<file path="config.mk">
export PLATFORM = sky130hd
export DESIGN_NAME = scan_sequencer
export DESIGN_NICKNAME = d
export VERILOG_FILES = /design/src/rtl/scan_sequencer.sv
export SDC_FILE = /design/constraint.sdc
export NUM_CORES = 1
export LEC_CHECK = 0
export CORE_MARGIN = 2
export CORE_UTILIZATION = 40
export DETAILED_ROUTE_END_ITERATION = 16
export SKIP_CTS_REPAIR_TIMING = 1
export SLEW_MARGIN = 20
export SYNTH_ARGS = -nofsm -noshare
export SYNTH_HDL_FRONTEND = slang
export SYNTH_SLANG_ARGS = --single-unit
</file>
<file path="constraint.sdc">
create_clock -name clk -period 2.2 [get_ports clk]
set_input_delay 0.33 -clock clk [delete_from_list [all_inputs] [get_ports clk]]
set_output_delay 0.33 -clock clk [all_outputs]
set_load 0.05 [all_outputs]
</file>
<file path="src/rtl/scan_sequencer.sv">
// scan_sequencer: drives the select index and enable of a 3-to-8 one-hot
// decoder. Each index is held for DIV clocks ("dwell").
//
// Parameters
//   DIV  : dwell length in clocks per index value (1..255)
//   LAST : highest index value (1..7)
//
// Ports
//   clk   in   system clock, rising edge
//   rst_n in   asynchronous active-low reset
//   start in   one-cycle request to begin/restart a sweep
//   stop  in   one-cycle abort request, wins over start
//   dir   in   0 = up, 1 = down (sampled on accepted start)
//   mode  in   0 = continuous wrap, 1 = single sweep (sampled on accepted start)
//   sel   out  current index to the decoder
//   en    out  decoder enable, high while running
//   tick  out  high on the first clock of every dwell
//   done  out  one-cycle pulse when a single sweep completes
module scan_sequencer #(
  parameter int DIV  = 4,
  parameter int LAST = 7
) (
  input  logic       clk,
  input  logic       rst_n,
  input  logic       start,
  input  logic       stop,
  input  logic       dir,
  input  logic       mode,
  output logic [2:0] sel,
  output logic       en,
  output logic       tick,
  output logic       done
);

  typedef enum logic {IDLE, RUN} state_t;

  localparam logic [7:0] PC_END   = 8'(DIV - 1);
  localparam logic [2:0] SEL_LAST = 3'(LAST);

  state_t     state, state_n;
  logic [7:0] pc, pc_n;
  logic       dir_q, dir_n;
  logic       mode_q, mode_n;
  logic [2:0] sel_n;
  logic       en_n, tick_n, done_n;

  // Index reached at the end of a sweep in the latched direction.
  logic at_final;
  assign at_final = dir_q ? (sel == 3'd0) : (sel == SEL_LAST);

  always_ff @(posedge clk or negedge rst_n) begin
    if (!rst_n) begin
      state  <= IDLE;
      pc     <= '0;
      dir_q  <= 1'b0;
      mode_q <= 1'b0;
      sel    <= '0;
      en     <= 1'b0;
      tick   <= 1'b0;
      done   <= 1'b0;
    end else begin
      state  <= state_n;
      pc     <= pc_n;
      dir_q  <= dir_n;
      mode_q <= mode_n;
      sel    <= sel_n;
      en     <= en_n;
      tick   <= tick_n;
      done   <= done_n;
    end
  end

  always_comb begin
    state_n = state;
    pc_n    = pc;
    dir_n   = dir_q;
    mode_n  = mode_q;
    sel_n   = sel;
    en_n    = en;
    tick_n  = 1'b0;
    done_n  = 1'b0;

    unique case (state)
      IDLE: begin
        en_n = 1'b0;
        if (start && !stop) begin
          state_n = RUN;
          dir_n   = dir;
          mode_n  = mode;
          sel_n   = dir ? SEL_LAST : 3'd0;
          pc_n    = '0;
          en_n    = 1'b1;
          tick_n  = 1'b1;
        end
      end
      RUN: begin
        if (stop) begin
          // Abort beats any advance or sweep end on this edge; sel holds.
          state_n = IDLE;
          en_n    = 1'b0;
          pc_n    = '0;
        end else if (start) begin
          // Restart beats a coincident sweep end, so no done pulse.
          dir_n  = dir;
          mode_n = mode;
          sel_n  = dir ? SEL_LAST : 3'd0;
          pc_n   = '0;
          en_n   = 1'b1;
          tick_n = 1'b1;
        end else if (pc == PC_END) begin
          pc_n = '0;
          if (mode_q && at_final) begin
            state_n = IDLE;
            en_n    = 1'b0;
            done_n  = 1'b1;
          end else begin
            tick_n = 1'b1;
            if (!dir_q) sel_n = (sel == SEL_LAST) ? 3'd0 : sel + 3'd1;
            else        sel_n = (sel == 3'd0) ? SEL_LAST : sel - 3'd1;
          end
        end else begin
          pc_n = pc + 8'd1;
        end
      end
      default: state_n = IDLE;
    endcase
  end

endmodule

</file>
==> flow_summary.toml <==
[clock_tree]
cts_root_buffer = "clkbuf_4"
clk_pin_slew_ns = 0.10
tritoncts = "done"
htree_levels = 1
clk_latency_ns = 0.29
cts.sinks = 17
clock_path_buffers = 2
numCtsBuffers = 3

[logic_synthesis]
avgSynthCellArea_um2 = 10.3
synth_seq_cells = 17
synth_nets = 110
synth_area_um2 = 1020
yosys_warnings = 0
seq_area_frac_synth_pct = 41.9
synth_cell_types = 36
synth_cells = 99

[place]
dp_hpwl_um = 1490
numPortBuffers = 11
place_congestion = 0.805
place_area_um2 = 1160

[layout]
layout-drive-gt1-share_pct = 14.0
antennaDiodeCount = 0
finalInstanceArea_um2 = 1190
final_nets = 126
area_growth_syn_to_layout_pct = 17.0

[detailed_routing]
drc_errors = 0
drtIter0Drc = 16
wl_per_cell_um = 13.9
ant_nets = 0
detail_route.first_pass.iterations = 4
detail_route.wirelength_um = 2000
vias = 812
via_per_inst = 5.64

[critical_path]
setup.worst_path.class = "reg2out"
cp.required_ns = 1.87
slowest_stage = "clkdlybuf4s50_1"
cp.depth = 1
crit_chain = "clkdlybuf4s50_1"
endpoint = "sel[2]"
path_buf_inv = 1
worst_setup_path_start_kind = "flip-flop"
r2r_slack_ns = 0.37
r2r-end = "sel[2]"
end_kind = "output pin"
worstReg2RegStart = "pc[0]"
ff2ff_path_depth = 5
crit_family = "buffers and inverters"
arrival_ns = 1.61
startpoint = "sel[2]"
cp_max_fo = 8
max_stage_delay_ns = 0.85

[grt]
globalRouteOverflowTotal = 0
grt.total_usage_pct = 15.6
antenna_found_initial = 0
grt_max_degree = 18
grt_pass1_vias = 703
grt_pass1_wl_um = 3280

[timing]
slew_viol_final = 0
fmax_mhz = 516
rsz0062_at_grt = "no"
setup_viol = 0
finalSetupTns_ns = 0
worstMarginPinSlew_ns = 0.503
fin_skew_ns = 0.00866
fin_crit_sh_pct = 88.2
hold_viol_final = 0
relSlewSlack_pct = 66.4
fin_crit_ns = 1.94

[pwr]
cellPowerDensity_nw_per_um2 = 621
ir_worst_vdd_v = 0.000264
power.total_uw = 738
p_leak_uw = 0.000510

[run_status]
status = "complete, no violations"

[floorplan]
pin_count = 12
chipWidth_um = 54.4
rows = 18
dieArea_um2 = 2960
initial_utilization_pct = 41.8
die_h_um = 54.4
core_um2 = 2430

[run]
max_cap_violations = 0

[min_path]
hold_path_class = "in2async"
stage by stage:
stage          std cells  worst slack [ns]  util [%]  hold slack (ns)
6_report             144             0.260      48.9            0.353
4_1_cts              144             0.248      48.9            0.365
3_3_place_gp         140             0.337      47.8            0.554
2_1_floorplan         99             0.310         -           0.0344
3_5_place_dp         140             0.336      47.8            0.563
5_1_grt              144             0.190      48.9            0.367
kinds of logic (layout without fill, tap and decap cells):
group,Yosys count,in the layout,share of synthesized area (%)
simple gates,36,36,22.2
fa+ha+maj,5,5,6.16
mux,6,6,7.14
buf+inv,8,23,4.19
compound gates,27,27,18.5
flops,17,17,41.9
layout by cell type, fill, tap and decap left out, types with 4 or more instances in the layout:
| cell type | synthesis | layout |
|---|---|---|
| nor2b_1 | 4 | 4 |
| o21ai_0 | 4 | 4 |
| nor2_1 | 4 | 4 |
| dfrtp_1 | 17 | 17 |
| o21ai_1 | 5 | 5 |
| nand2_1 | 8 | 8 |
| clkdlybuf4s50_1 | 0 | 11 |
| nor3_1 | 4 | 4 |
| inv_1 | 5 | 5 |
| ha_1 | 5 | 5 |
| a21oi_1 | 8 | 8 |
where the power goes:
part	internal [uW]	switching, uW	leakage [uW]
logic	90.0	117	0.000272
registers	333	28.7	0.000223
clock network	70.4	98.9	0.0000150
Yosys cell counts:
library cell	count	share of area, %
buf_4	1	0.74
ha_1	5	6.2
nand4_1	3	1.8
o41ai_2	1	1.6
nand2b_2	1	0.86
dfrtp_1	17	42
nor4_4	1	2.1
mux2i_1	2	2.0
nor4_1	1	0.62
o21ai_1	5	2.5
a22o_1	2	1.7
nor2_1	4	1.5
nor3_1	4	2.0
nor2b_1	4	2.5
nand2_1	8	3.0
nand3_1	3	1.5
and3b_1	1	0.86
a21o_1	1	0.74
buf_2	1	0.49
mux2_4	2	3.0
a211o_1	1	0.86
and4_1	1	0.86
nand3b_1	2	1.5
nand4b_1	1	0.86
a21oi_1	8	3.9
mux2_2	2	2.2
nor2_4	1	1.1
o21a_1	1	0.74
a311oi_2	1	1.5
buf_6	1	1.1
o21ai_0	4	2.0
inv_1	5	1.8
o22ai_1	1	0.62
a41oi_2	1	1.6
and4bb_1	1	1.2
o211ai_1	1	0.74
area by class of cell:
| type | count | area [um^2] |
|---|---|---|
| Clock buffer | 4 | 26.3 |
| Fill cell | 232 | 1240 |
| Multi-Input combinational cell | 74 | 548 |
| Inverter | 5 | 18.8 |
| Sequential cell | 17 | 425 |
| Timing Repair Buffer | 14 | 133 |
| Tap cell | 30 | 37.5 |
flip-flops by register name, summed over array words and instances, names as in the netlist:
| register | count |
|---|---|
| dir_q | 1 |
| done | 1 |
| en | 1 |
| mode_q | 1 |
| pc | 8 |
| sel | 3 |
| state | 1 |
| tick | 1 |
worst min-delay path by stage:
stage	startpoint	endpoint	slack, ns
after floorplan	rst_n	dir_q	0.03
after global placement	en	en	0.55
after detailed placement	pc[3]	pc[3]	0.56
after CTS	rst_n	en	0.37
after global routing	rst_n	en	0.37
final	rst_n	en	0.35
metal layers:
layer | track usage [%] | vias up | routed length, um
li1 | - | 396 | -
met5 | 0 | - | 0
met3 | 3.55 | 4 | 100
met2 | 22.9 | 19 | 881
met1 | 22.1 | 393 | 1000
met4 | 5.83 | 0 | 17
(Power assumes the default switching activity.)
==> patch: new RTL, config.mk and constraints unchanged <==
Register the output `sel` once more; this adds one clock of latency there. The other outputs are not delayed to match.
--- a/src/rtl/scan_sequencer.sv
+++ b/src/rtl/scan_sequencer.sv
@@ -39,2 +39,4 @@
 
+  logic [2:0] sel_s0;
+
   state_t     state, state_n;
@@ -48,3 +50,3 @@
   logic at_final;
-  assign at_final = dir_q ? (sel == 3'd0) : (sel == SEL_LAST);
+  assign at_final = dir_q ? (sel_s0 == 3'd0) : (sel_s0 == SEL_LAST);
 
@@ -56,3 +58,3 @@
       mode_q <= 1'b0;
-      sel    <= '0;
+      sel_s0 <= '0;
       en     <= 1'b0;
@@ -65,3 +67,3 @@
       mode_q <= mode_n;
-      sel    <= sel_n;
+      sel_s0 <= sel_n;
       en     <= en_n;
@@ -77,3 +79,3 @@
     mode_n  = mode_q;
-    sel_n   = sel;
+    sel_n   = sel_s0;
     en_n    = en;
@@ -117,4 +119,4 @@
             tick_n = 1'b1;
-            if (!dir_q) sel_n = (sel == SEL_LAST) ? 3'd0 : sel + 3'd1;
-            else        sel_n = (sel == 3'd0) ? SEL_LAST : sel - 3'd1;
+            if (!dir_q) sel_n = (sel_s0 == SEL_LAST) ? 3'd0 : sel_s0 + 3'd1;
+            else        sel_n = (sel_s0 == 3'd0) ? SEL_LAST : sel_s0 - 3'd1;
           end
@@ -128,2 +130,6 @@
 
+  always_ff @(posedge clk) begin
+    sel <= sel_s0;
+  end
+
 endmodule
Check against the original RTL: not equivalent (a bounded check fails within 4 cycles, from zero or initial values and one cycle with rst_n low).
==> patch against the unedited design <==
Global-route usage decreased by 0.93 points. Sequential cell count increased by 3. Power up 21%. Setup slack better by 94 ps. Sequential power is 17% higher. Largest cell class is now sequential cells. Routed wire length decreased by 13%. Final area down 2.6%. Die area fell by 6.2%. Area after synthesis is 6.7% lower. Critical path type is now reg2reg.
==> patch: results (changes against the unedited design) <==
| Group | Result | Value | Change |
|---|---|---|---|
| outcome | Status | completed |  |
| synthesis | Compound-cell area share of the yosys netlist | 12.1% | -6.3 points |
| synthesis | Synth unique cells | 31 | -14% |
| grt | All-layer global routing usage | 14.7% | -0.93 points |
| placed design | Number of cells after detailed placement | 133 | -5.0% |
| worst setup path | Crit path arrival time | 2040 ps | +430 ps |
| synthesis | Area contributors post-synth | dfrtp_1, ha_1, dfxtp_1 |  |
| final layout | Proportion of cell area occupied by registers | 41.9% | +6.2 points |
| final layout | Fraction of area in multi-input gates | 38.1% | -8.1 points |
| synthesis | Register area share after synthesis | 51.2% | +9.3 points |
| power | Net switching power | 0.245 mW | about the same |
| worst setup path | Slowest-stage cell, CP | dfrtp_1 |  |
| grt | Number of global-route vias before repair | 688 | -2.1% |
| sta | Transition time at the pin with the least slew margin | 496 ps | -6.66 ps |
| final layout | Top class by area | sequential cells |  |
| worst setup path | Crit-path leading delay family | compound AO/OA/AOI/OAI gates |  |
| synthesis | Xor/xnor share of the synthesized area | 5.54% | +5.5 points |
| worst setup path | Maximum fanout encountered on the critical timing path | 6 | -2 |
| final layout | Utilization of the core after routing | 51.8% | +3.0 points |
| final layout | Number of flip-flops and latches | 20 | +3 |
| placed design | Final weighted congestion in routability-driven placement | 0.733 | -8.9% |
| final layout | Area fraction of clock buffers and clock inverters | 4.54% | +2.3 points |
| drt | Post-Route WL | 1730 um | -13% |
| drt | Detailed-routing wirelength on met1 | 882 um | -12% |
| power | Power dissipated in sequential cells | 0.423 mW | +17% |
| synthesis | Number of instances in the synthesized netlist | 93 | -6.1% |
| power | Static Leak | 0.519 nW | +1.8% |
| final layout | Layout multi-input combinational cell count | 67 | -9.5% |
| worst setup path | Max incr delay on CP | 440 ps | -410 ps |
| placed design | Placed cell area | 0.00110 mm^2 | -5.0% |
| cts | Worst-path clk slew | 120 ps | +20 ps |
| synthesis | Fraction of registers with async set or reset after synthesis | 85.0% | -15 points |
| drt | Via count normalized by instance count | 5.30 | -6.0% |
| final layout | Layout net count | 121 | -4.0% |
patch: worst paths after layout:
path	start	end	slack (ps)
worst max-delay path	sel_s0[0]$_DFFE_PN0P_	sel_s0[2]$_DFFE_PN0P_	350
worst min-delay path	rst_n	pc[5]$_DFFE_PN0P_	340
worst max register to register	sel_s0[0]$_DFFE_PN0P_	sel_s0[2]$_DFFE_PN0P_	350
worst min register to register	sel_s0[1]$_DFFE_PN0P_	sel[1]$_DFF_P_	420
max in group asynchronous	rst_n	pc[3]$_DFFE_PN0P_	1670
min in group clk	sel_s0[1]$_DFFE_PN0P_	sel[1]$_DFF_P_	420
patch: worst reg2reg max path: stages, from the launching register on:
cell     delay, ps
dfrtp_1        440
ha_1           230
ha_1           190
nor2b_1        140
o21ai_1        200
a31oi_2        170
o41ai_1        370
